[src/rtl/adc_sample_sequencer.sv]
// Per-period ADC sampling sequencer: launches a conversion at a fixed DPWM count,
// waits for end-of-conversion, strobes the read and hands the sample downstream.
module adc_sample_sequencer #(
    parameter int unsigned CNT_W     = 6,
    parameter int unsigned SAMPLE_PT = 32,
    parameter int unsigned CONV_LOW  = 2,
    parameter int unsigned RD_LOW    = 3,
    parameter int unsigned TIMEOUT   = 31
) (
    input  logic             clk,
    input  logic             rst,
    input  logic             en,
    input  logic [CNT_W-1:0] count,
    input  logic             eoc_bar,
    input  logic [7:0]       adc_data,
    output logic             convst_bar,
    output logic             rd_bar,
    output logic [7:0]       sample,
    output logic             sample_valid,
    output logic             busy,
    output logic             missed_trig,
    output logic             timeout_err
);

    localparam int unsigned MAX_A   = (CONV_LOW > RD_LOW) ? CONV_LOW : RD_LOW;
    localparam int unsigned MAX_CNT = (MAX_A > TIMEOUT) ? MAX_A : TIMEOUT;
    localparam int unsigned CW      = $clog2(MAX_CNT + 1);

    typedef enum logic [1:0] {
        StIdle,
        StConv,
        StWaitEoc,
        StRead
    } state_e;

    state_e          state_q, state_d;
    logic [CW-1:0]   cnt_q, cnt_d;
    logic            armed_q, armed_d;
    logic            eoc_meta_q, eoc_s_q;
    logic            convst_q, convst_d;
    logic            rd_q, rd_d;
    logic [7:0]      sample_q, sample_d;
    logic            valid_q, valid_d;
    logic            busy_q;
    logic            missed_q, missed_d;
    logic            timeout_q, timeout_d;
    logic            at_pt;
    logic            trig;

    // armed re-arms only once count leaves SAMPLE_PT, so a stalled counter fires once
    assign at_pt   = (count == CNT_W'(SAMPLE_PT));
    assign trig    = at_pt & armed_q;
    assign armed_d = ~at_pt;

    always_comb begin
        state_d   = state_q;
        cnt_d     = cnt_q;
        convst_d  = convst_q;
        rd_d      = rd_q;
        sample_d  = sample_q;
        valid_d   = 1'b0;
        missed_d  = 1'b0;
        timeout_d = 1'b0;

        unique case (state_q)
            StIdle: begin
                if (trig && en) begin
                    state_d  = StConv;
                    convst_d = 1'b0;
                    cnt_d    = CW'(1);
                end
            end
            StConv: begin
                missed_d = trig;
                if (cnt_q == CW'(CONV_LOW)) begin
                    state_d  = StWaitEoc;
                    convst_d = 1'b1;
                    cnt_d    = '0;
                end else begin
                    cnt_d = cnt_q + CW'(1);
                end
            end
            StWaitEoc: begin
                missed_d = trig;
                if (!eoc_s_q) begin
                    state_d = StRead;
                    rd_d    = 1'b0;
                    cnt_d   = CW'(1);
                end else if (cnt_q == CW'(TIMEOUT)) begin
                    state_d   = StIdle;
                    timeout_d = 1'b1;
                    cnt_d     = '0;
                end else begin
                    cnt_d = cnt_q + CW'(1);
                end
            end
            StRead: begin
                missed_d = trig;
                if (cnt_q == CW'(RD_LOW)) begin
                    state_d  = StIdle;
                    rd_d     = 1'b1;
                    sample_d = adc_data;
                    valid_d  = 1'b1;
                    cnt_d    = '0;
                end else begin
                    cnt_d = cnt_q + CW'(1);
                end
            end
            default: begin
                state_d = StIdle;
            end
        endcase
    end

    always_ff @(posedge clk or negedge rst) begin
        if (!rst) begin
            state_q    <= StIdle;
            cnt_q      <= '0;
            armed_q    <= 1'b1;
            eoc_meta_q <= 1'b1;
            eoc_s_q    <= 1'b1;
            convst_q   <= 1'b1;
            rd_q       <= 1'b1;
            sample_q   <= 8'h00;
            valid_q    <= 1'b0;
            busy_q     <= 1'b0;
            missed_q   <= 1'b0;
            timeout_q  <= 1'b0;
        end else begin
            state_q    <= state_d;
            cnt_q      <= cnt_d;
            armed_q    <= armed_d;
            eoc_meta_q <= eoc_bar;
            eoc_s_q    <= eoc_meta_q;
            convst_q   <= convst_d;
            rd_q       <= rd_d;
            sample_q   <= sample_d;
            valid_q    <= valid_d;
            busy_q     <= (state_d != StIdle);
            missed_q   <= missed_d;
            timeout_q  <= timeout_d;
        end
    end

    assign convst_bar   = convst_q;
    assign rd_bar       = rd_q;
    assign sample       = sample_q;
    assign sample_valid = valid_q;
    assign busy         = busy_q;
    assign missed_trig  = missed_q;
    assign timeout_err  = timeout_q;

endmodule

[config.mk]
export PLATFORM = sky130hd
export DESIGN_NAME = adc_sample_sequencer
export DESIGN_NICKNAME = d
export VERILOG_FILES = /design/src/rtl/adc_sample_sequencer.sv
export SDC_FILE = /design/constraint.sdc
export NUM_CORES = 1
export LEC_CHECK = 0
export CORE_UTILIZATION = 60
export CTS_CLUSTER_SIZE = 20
export DETAILED_ROUTE_END_ITERATION = 12
export DONT_BUFFER_PORTS = 1
export PLACE_DENSITY = 0.76
export SETUP_SLACK_MARGIN = 0.5
export SLEW_MARGIN = 20
export SYNTH_ARGS = -nofsm -noshare
export SYNTH_HDL_FRONTEND = slang
export SYNTH_SLANG_ARGS = --single-unit
[constraint.sdc]
create_clock -name clk -period 5.5 [get_ports clk]
set_clock_uncertainty 0.05 [all_clocks]
set_input_delay 1.1 -clock clk [delete_from_list [all_inputs] [get_ports clk]]
set_output_delay 1.1 -clock clk [all_outputs]
set_load 0.01 [all_outputs]
Yosys cells after proc, flatten, opt, wreduce, memory -nomap -nowiden

Cells that the tools add are included.
Widths: inputs -> output; s select.

Input port bits: 18
Word-level logic and storage cells: 59
Register bits: 24

Add/sub/neg operators: 1
Multiplexer cells: 24
Eq/ne operators: 11
Bitwise operators: 2
Reduce and logical (&&, ||, !) cells: 9

Operators with widths:

| kind                | count |
|---|---|
| $mux 5              | 5 |
| $pmux 5 s4          | 1 |
| $eq 5x2->1 const B  | 2 |
| $mux 1              | 10 |
| $mux 2              | 5 |
| $ne 2x2->1 const B  | 4 |
| $pmux 2 s4          | 1 |
| $eq 6x6->1 const B  | 1 |
| $reduce_and 3->1    | 2 |
| $reduce_bool 2->1   | 3 |
| $add 5x1->5 const B | 1 |
| $eq 5x5->1 const B  | 1 |
| $eq 2x2->1 const B  | 2 |
| $pmux 1 s2          | 2 |
| $reduce_or 3->1     | 1 |
| $eq 2x1->1 const B  | 1 |
| $logic_not 2->1     | 1 |
| $reduce_and 2->1    | 1 |
| $and 1x1->1         | 1 |
| $logic_and 1x1->1   | 1 |
| $not 1->1           | 1 |

Depth between registers and ports, before layout

Gate-level depths: netlist of run 1.

Depth after elaboration: 6
Gate-level depth with buffers: 7
Depth with buffers taken out: 7

Worst setup path before layout of run 1

OpenSTA, ideal clock, no wires.

Kind: input-to-reg
Start: input count[5]
End: register busy_q (netlist: busy)
Required time: 5326 ps
Buffers on the path: 0
Stages: 4
Setup slack: 3245 ps
Setup time: 124 ps
Data arrival time: 2081 ps
Path through: nor2b_1 and4_1 mux4_2 or2_1

Cells in the longest elaborated chain, start to end: 6

Ends and longest elaborated chain:

| item                 | line | text |
|---|---|---|
| from (decl)          | 13   | `input logic [CNT_W-1:0] count,` |
| $eq 6x6->1           | 51   | `assign at_pt = (count == CNT_W'(SAMPLE_PT));` |
| $and 1x1->1          | 52   | `assign trig = at_pt & armed_q;` |
| $logic_and 1x1->1    | 67   | `if (trig && en) begin` |
| $mux 2               | 67   |  |
| $pmux 2 s4           | 65   | `unique case (state_q)` |
| net state_d[0]       | 36   | `state_e state_q, state_d;` |
| $reduce_bool 2->1    | 139  | `busy_q <= (state_d != StIdle);` |
| to (signal assigned) | 139  |  |
| to (decl)            | 44   | `logic busy_q;` |

The timed path passes the listed nets, and every way through them passes these cells.
A chain may end at the register's enable or synchronous reset.

Worst setup path in the final report of run 1

Start: register cnt_q[0]
End: register cnt_q[3]

Cells in the longest elaborated chain, start to end: 4
Elaborated cells between the ends (all ways): 9
Classes of those cells: add/sub (1); eq/ne (3); mux (5)

Ends and longest elaborated chain:

| item                                             | line | text |
|---|---|---|
| from (decl)                                      | 37   | `logic [CW-1:0] cnt_q, cnt_d;` |
| from (signal assigned)                           | 131  | `cnt_q <= cnt_d;` |
| $add 5x1->5 / $eq 5x5->1 (equally long branches) | -    |  |
| $mux 5                                           | 89   | `end else if (cnt_q == CW'(TIMEOUT)) begin` |
| $mux 5                                           | 85   | `if (!eoc_s_q) begin` |
| $pmux 5 s4 *                                     | 65   |  |

Mark *: on every way between the ends. The rest lies on a longest branch, timed or not.

==> results of run 1 <==
## Yosys cell counts (2+ instances only)
master,n
a21o_1,2
a21oi_1,6
a31oi_1,2
clkbuf_1,2
dfrtp_1,19
dfstp_2,5
ha_1,3
inv_1,5
mux2_2,8
nand2_1,6
nand2b_1,2
nand3_1,3
nor2_1,4
nor3_1,2
o21ai_0,5
or4b_4,2
## state kept, by name, summed over array words and instances, names as in the netlist
signal / flops
sample: 8
armed_q: 1
busy: 1
timeout_err: 1
eoc_s_q: 1
rd_bar: 1
sample_valid: 1
eoc_meta_q: 1
missed_trig: 1
cnt_q: 5
state_q: 2
convst_bar: 1
## power groups by stage
stage               registers [mW]  clock network [mW]  logic [mW]
global route                 0.330              0.0834       0.212
CTS                          0.319              0.0785       0.190
detailed placement           0.323                   0       0.189
finish                       0.320              0.0741       0.188
floorplan                    0.293                   0       0.172
global placement             0.319                   0       0.179
## cells by family (layout without fill, tap and decap cells)
kind of cell / after synthesis / in the layout / share of synthesized area (%)
mux: 9 / 9 / 10.4
fa+ha+maj: 3 / 3 / 3.46
compound gates: 24 / 24 / 14.3
buf+inv: 7 / 9 / 2.42
flops: 24 / 24 / 55.9
simple gates: 25 / 25 / 13.5
## through the flow
| step | instance area (µm²) | worst slack [ns] | hold slack (ns) |
|---|---|---|---|
| 4_1_cts | 1130 | 3.43 | 0.316 |
| 2_1_floorplan | 1080 | 3.24 | 0.295 |
| 3_5_place_dp | 1110 | 3.14 | 0.299 |
| 3_3_place_gp | 1110 | 3.22 | 0.298 |
| 5_1_grt | 1130 | 3.32 | 0.320 |
| 6_report | 1130 | 3.42 | 0.315 |
## cell usage in the layout (no fill, tap or decap), types with 2 or more instances in the layout
cell type / instances
ha_1: 3
nor3_1: 2
a21o_1: 2
nor2_1: 4
a31oi_1: 2
inv_1: 5
nand3_1: 3
a21oi_1: 6
nand2_1: 6
or4b_4: 2
clkbuf_4: 3
dfstp_2: 5
nand2b_1: 2
o21ai_0: 5
dfrtp_1: 19
mux2_2: 8
## how the worst max path moves through the flow
stage | end | cells after the start
after floorplan | busy | 4
after global placement | busy | 4
after detailed placement | cnt_q[3] | 4
after CTS | cnt_q[3] | 5
after global routing | cnt_q[3] | 5
final | cnt_q[3] | 5
## per-layer routing
metal  GRT usage, %  share of wire [%]  vias up
met1           22.0                 37      365
li1               -                  -      341
met2           39.1                 54       34
met5              0                  0        -
met3           7.35                8.2        2
met4           5.45               0.53        0
## area by class of cell
cell class              instances  area share (%)
flip-flops and latches         24            53.5
multi-input cells              61            39.8
well taps                      25            2.76
clock buffers                   4            2.32
inverters                       5            1.65
## critical path: stages (launching register included)
cell      delay [ns]
dfrtp_1         0.44
ha_1            0.22
or4b_4          0.51
a31oi_1         0.35
a211oi_1        0.13
a211o_1         0.28
==> out/metrics.cfg, run 1 <==
[yosys]
synthTopCellsByArea = dfrtp_1, dfstp_2, mux2_2
yosysUniqueCellTypes = 32
synth_nets = 113
synthCells = 92
ys_seq_elements = 24
synth_top_area_share_pct = 43.8
synth.avg_cell_area_um2 = 11.8
yosysSeqAreaShare_pct = 55.9
yosysTopAreaCell = dfrtp_1
async_flop_share_pct = 100
synth_top_flop_cell = dfrtp_1
synth_edf_count = 0
synth_warnings = 0
netlist_area_um2 = 1080

[global_route]
grt_pass1_vias = 680
grt_max_degree = 25
overflow = 0
grt_first_pass_wirelength_mm = 2.91
grt_usage_pct = 20.9
grt_antenna_before_repair = 0

[timing]
hold_violations = 0
max_freq_mhz = 481
setup-tns-final_ns = 0
maxSlewHeadroom_pct = 64.1
setup_viol = 0
worst_pin_slew_ns = 0.534
fin_crit_ns = 2.08
drv_slew = 0
finalCritPeriodShare_pct = 37.8
grt_setup_unrepaired = false

[hold_path]
hold_end = eoc_s_q
hold_path_startpoint = eoc_meta_q
hold_class = reg -> reg
min_path_cells = 0

[critical_path]
reg2reg_to = cnt_q[3]
crit_fanout = 5
start_kind = flip-flop
rr_worst_depth = 5
end_kind = flip-flop
startpoint = cnt_q[0]
crit_required_ns = 5.65
critPathKind = reg -> reg
rr_startpoint = cnt_q[0]
reg2reg_slack_ns = 3.42
cp.arrival_ns = 2.22

[detailed_routing]
wl_mm = 1.88
vias = 742
ant_nets = 0
viasPerCell = 6.24
wl_per_cell_um = 15.8
drt_iter0_markers = 18
drc = 0
first_pass_iters = 6

[power_and_ir_drop]
p_int_mw = 0.362
pwr-share-clk_pct = 12.7
ir_drop_mv = 0.303
sw_frac_of_total_pct = 37.7
seqPwrFrac_pct = 55.0
p_total_mw = 0.581
p_comb_share_pct = 32.3
leakage_nw = 0.524
power.switching_mw = 0.219
power_density_nw_per_um2 = 512

[clocking]
postCtsHoldBufs = 0
clock_latency_ns = 0.30
ctsResizeCount = 0
cts_buffers = 3
cts_tree = built
cts_setup_buffers = 0
clkTransAtPathRegs_ns = 0.11
root_buffer = clkbuf_4
ctsHtreeMaxLevel = 1
clkSinkCount = 24
max-clock-path-buffers = 2

[die]
start_util_pct = 63.5
die_h_um = 44.5
die_x_um = 44.5
core_area_um2 = 1710
rows = 15
die-area_um2 = 1980
ios = 32

[place]
place_congestion = 0.838
port_buffers = 0
placed_cells = 115
place_hpwl_mm = 1.44

[final_layout]
final_cells = 119
nNetsFinal = 116
multi_input_area_um2 = 452
post-route-util_pct = 66.4
drive_gt1_share_pct = 21.3
register_area_um2 = 607
num_antenna_cells = 0
area_growth_pct = 4.61
nFillCells = 132

[run_status]
status = completed

[run]
drv_cap = 0

Note: power is estimated with default switching activity, not from simulation.
==> inputs of run 2 (changes only) <==
- clock period: 5.5 -> 2.1 ns (I/O delays scaled with it)
==> run 2 against run 1 <==
Against the previous run: the run now ends with negative hold slack left; cell count grew 12%; combinational power grew to 4.4 times the previous value; fmax is 0.93% higher; flip-flop and latch count unchanged; hold slack worse by 0.32 ns; worst setup slack worse by 3.4 ns; total power rose to 3.5 times the previous value; critical endpoint is now busy; largest power group unchanged; highest routed layer unchanged.
==> out/metrics.cfg, run 2 (same netlist as run 1, synthesis figures left out) <==
[clocking]
cts_buffers = 3
clkSinkCount = 24
ctsHtreeMaxLevel = 1
clkTransAtPathRegs_ns = 0.13
cts_tree = built
clock_latency_ns = 0.33
root_buffer = clkbuf_4
max-clock-path-buffers = 2

[global_route]
grt_antenna_before_repair = 0
grt_pass1_vias = 659
grt_max_degree = 25
overflow = 0
grt_first_pass_wirelength_mm = 3.15
grt_usage_pct = 22.9

[timing]
setup_viol = 0
max_freq_mhz = 486
whs_ns = -0.00253
drv_slew = 0
worst_pin_slew_ns = 0.714
setup-tns-final_ns = 0
maxSlewHeadroom_pct = 52.0
finalCritPeriodShare_pct = 98.1
grt_setup_unrepaired = true
hold_violations = 7
fin_crit_ns = 2.06

[place]
placed_cells = 115
port_buffers = 0
place_congestion = 0.882
place_hpwl_mm = 1.31

[detailed_routing]
drc = 0
first_pass_iters = 5
wl_per_cell_um = 19.1
ant_nets = 0
viasPerCell = 6.30
wl_mm = 2.54
drt_iter0_markers = 31
vias = 838

[final_layout]
final_cells = 133
drive_gt1_share_pct = 49.1
area_growth_pct = 29.6
layout_commonest_cell = dfrtp_1
num_antenna_cells = 0
largest_reg_flops = 8
layout_common_cells = dfrtp_1, buf_4, mux2_2, nand2_1
nNetsFinal = 130
post-route-util_pct = 82.3

[die]
die_h_um = 44.5
start_util_pct = 63.5
core_area_um2 = 1710
ios = 32
die-area_um2 = 1980
die_x_um = 44.5
rows = 15

[critical_path]
end_kind = flip-flop
cp.arrival_ns = 2.22
crit_fanout = 4
critPathKind = reg -> reg
crit_required_ns = 2.26
start_kind = flip-flop

[run]
drv_cap = 0

[power_and_ir_drop]
power_density_nw_per_um2 = 1460
ir_drop_mv = 0.987
leakage_nw = 0.612

[hold_path]
hold_class = in -> async

[run_status]
violations = negative hold slack
status = finished with violations

==> run 2: what timing repair did <==
item | in CTS | in global routing
hold buffers | 1 | 1
gates resized for setup | 11 | 15
cloned | 0 | 1
buffers inserted | 5 | 6
pin swaps | 5 | 4
endpoints found under the hold margin | 24 | 1
endpoints found under the setup margin | 16 | 18
==> run 2: final cells by class <==
cell class / count / area [µm²]
sequential: 24 / 608
multi-input combinational: 62 / 598
fill: 89 / 302
timing repair buffer: 13 / 97.6
tap: 25 / 31.3
clock inverter: 1 / 30.0
clock buffer: 3 / 22.5
inverter: 5 / 18.8
==> run 2: path summary, 6_finish.rpt <==
kind | start | end | slack (ns) | cells past startpoint
setup / recovery | cnt_q[0] | busy | 0.04 | 5
hold / removal | rst | sample[1] | -0.003 | 1
setup reg to reg | cnt_q[0] | busy | 0.04 | 5
hold reg to reg | eoc_meta_q | eoc_s_q | 0.32 | 0
max in group asynchronous | rst | cnt_q[0] | 1.61 | 1
min in group clk | count[2] | armed_q | 0.17 | 2
==> run 2: routing by layer <==
layer / global-route usage (%) / part of all wire [%] / up-vias
met5: 0 / 0 / -
met4: 12.7 / 4.0 / 0
met3: 6.94 / 6.5 / 10
met2: 35.0 / 48 / 48
met1: 28.9 / 41 / 405
li1: - / - / 375
==> run 2: report_power, final <==
group	leakage, nW	internal [mW]	switching, mW
Combinational	0.299	0.444	0.389
Sequential	0.286	0.622	0.270
Clock	0.0279	0.193	0.141
==> run 2: metrics by stage <==
step	power, mW	area, µm²	setup slack [ns]
detailed placement	1.33	1110	0.0760
floorplan	1.22	1080	0.182
global placement	1.30	1110	0.0635
CTS	1.80	1260	0.138
global route	2.15	1410	0.0283
finish	2.06	1410	0.0409
==> run 2: critical path, stage by stage (launching register included) <==
cell and delay (ns):
dfrtp_2 0.46, inv_2 0.07, ha_1 0.14, or4b_4 0.47
mux4_2 0.52, or2_1 0.24
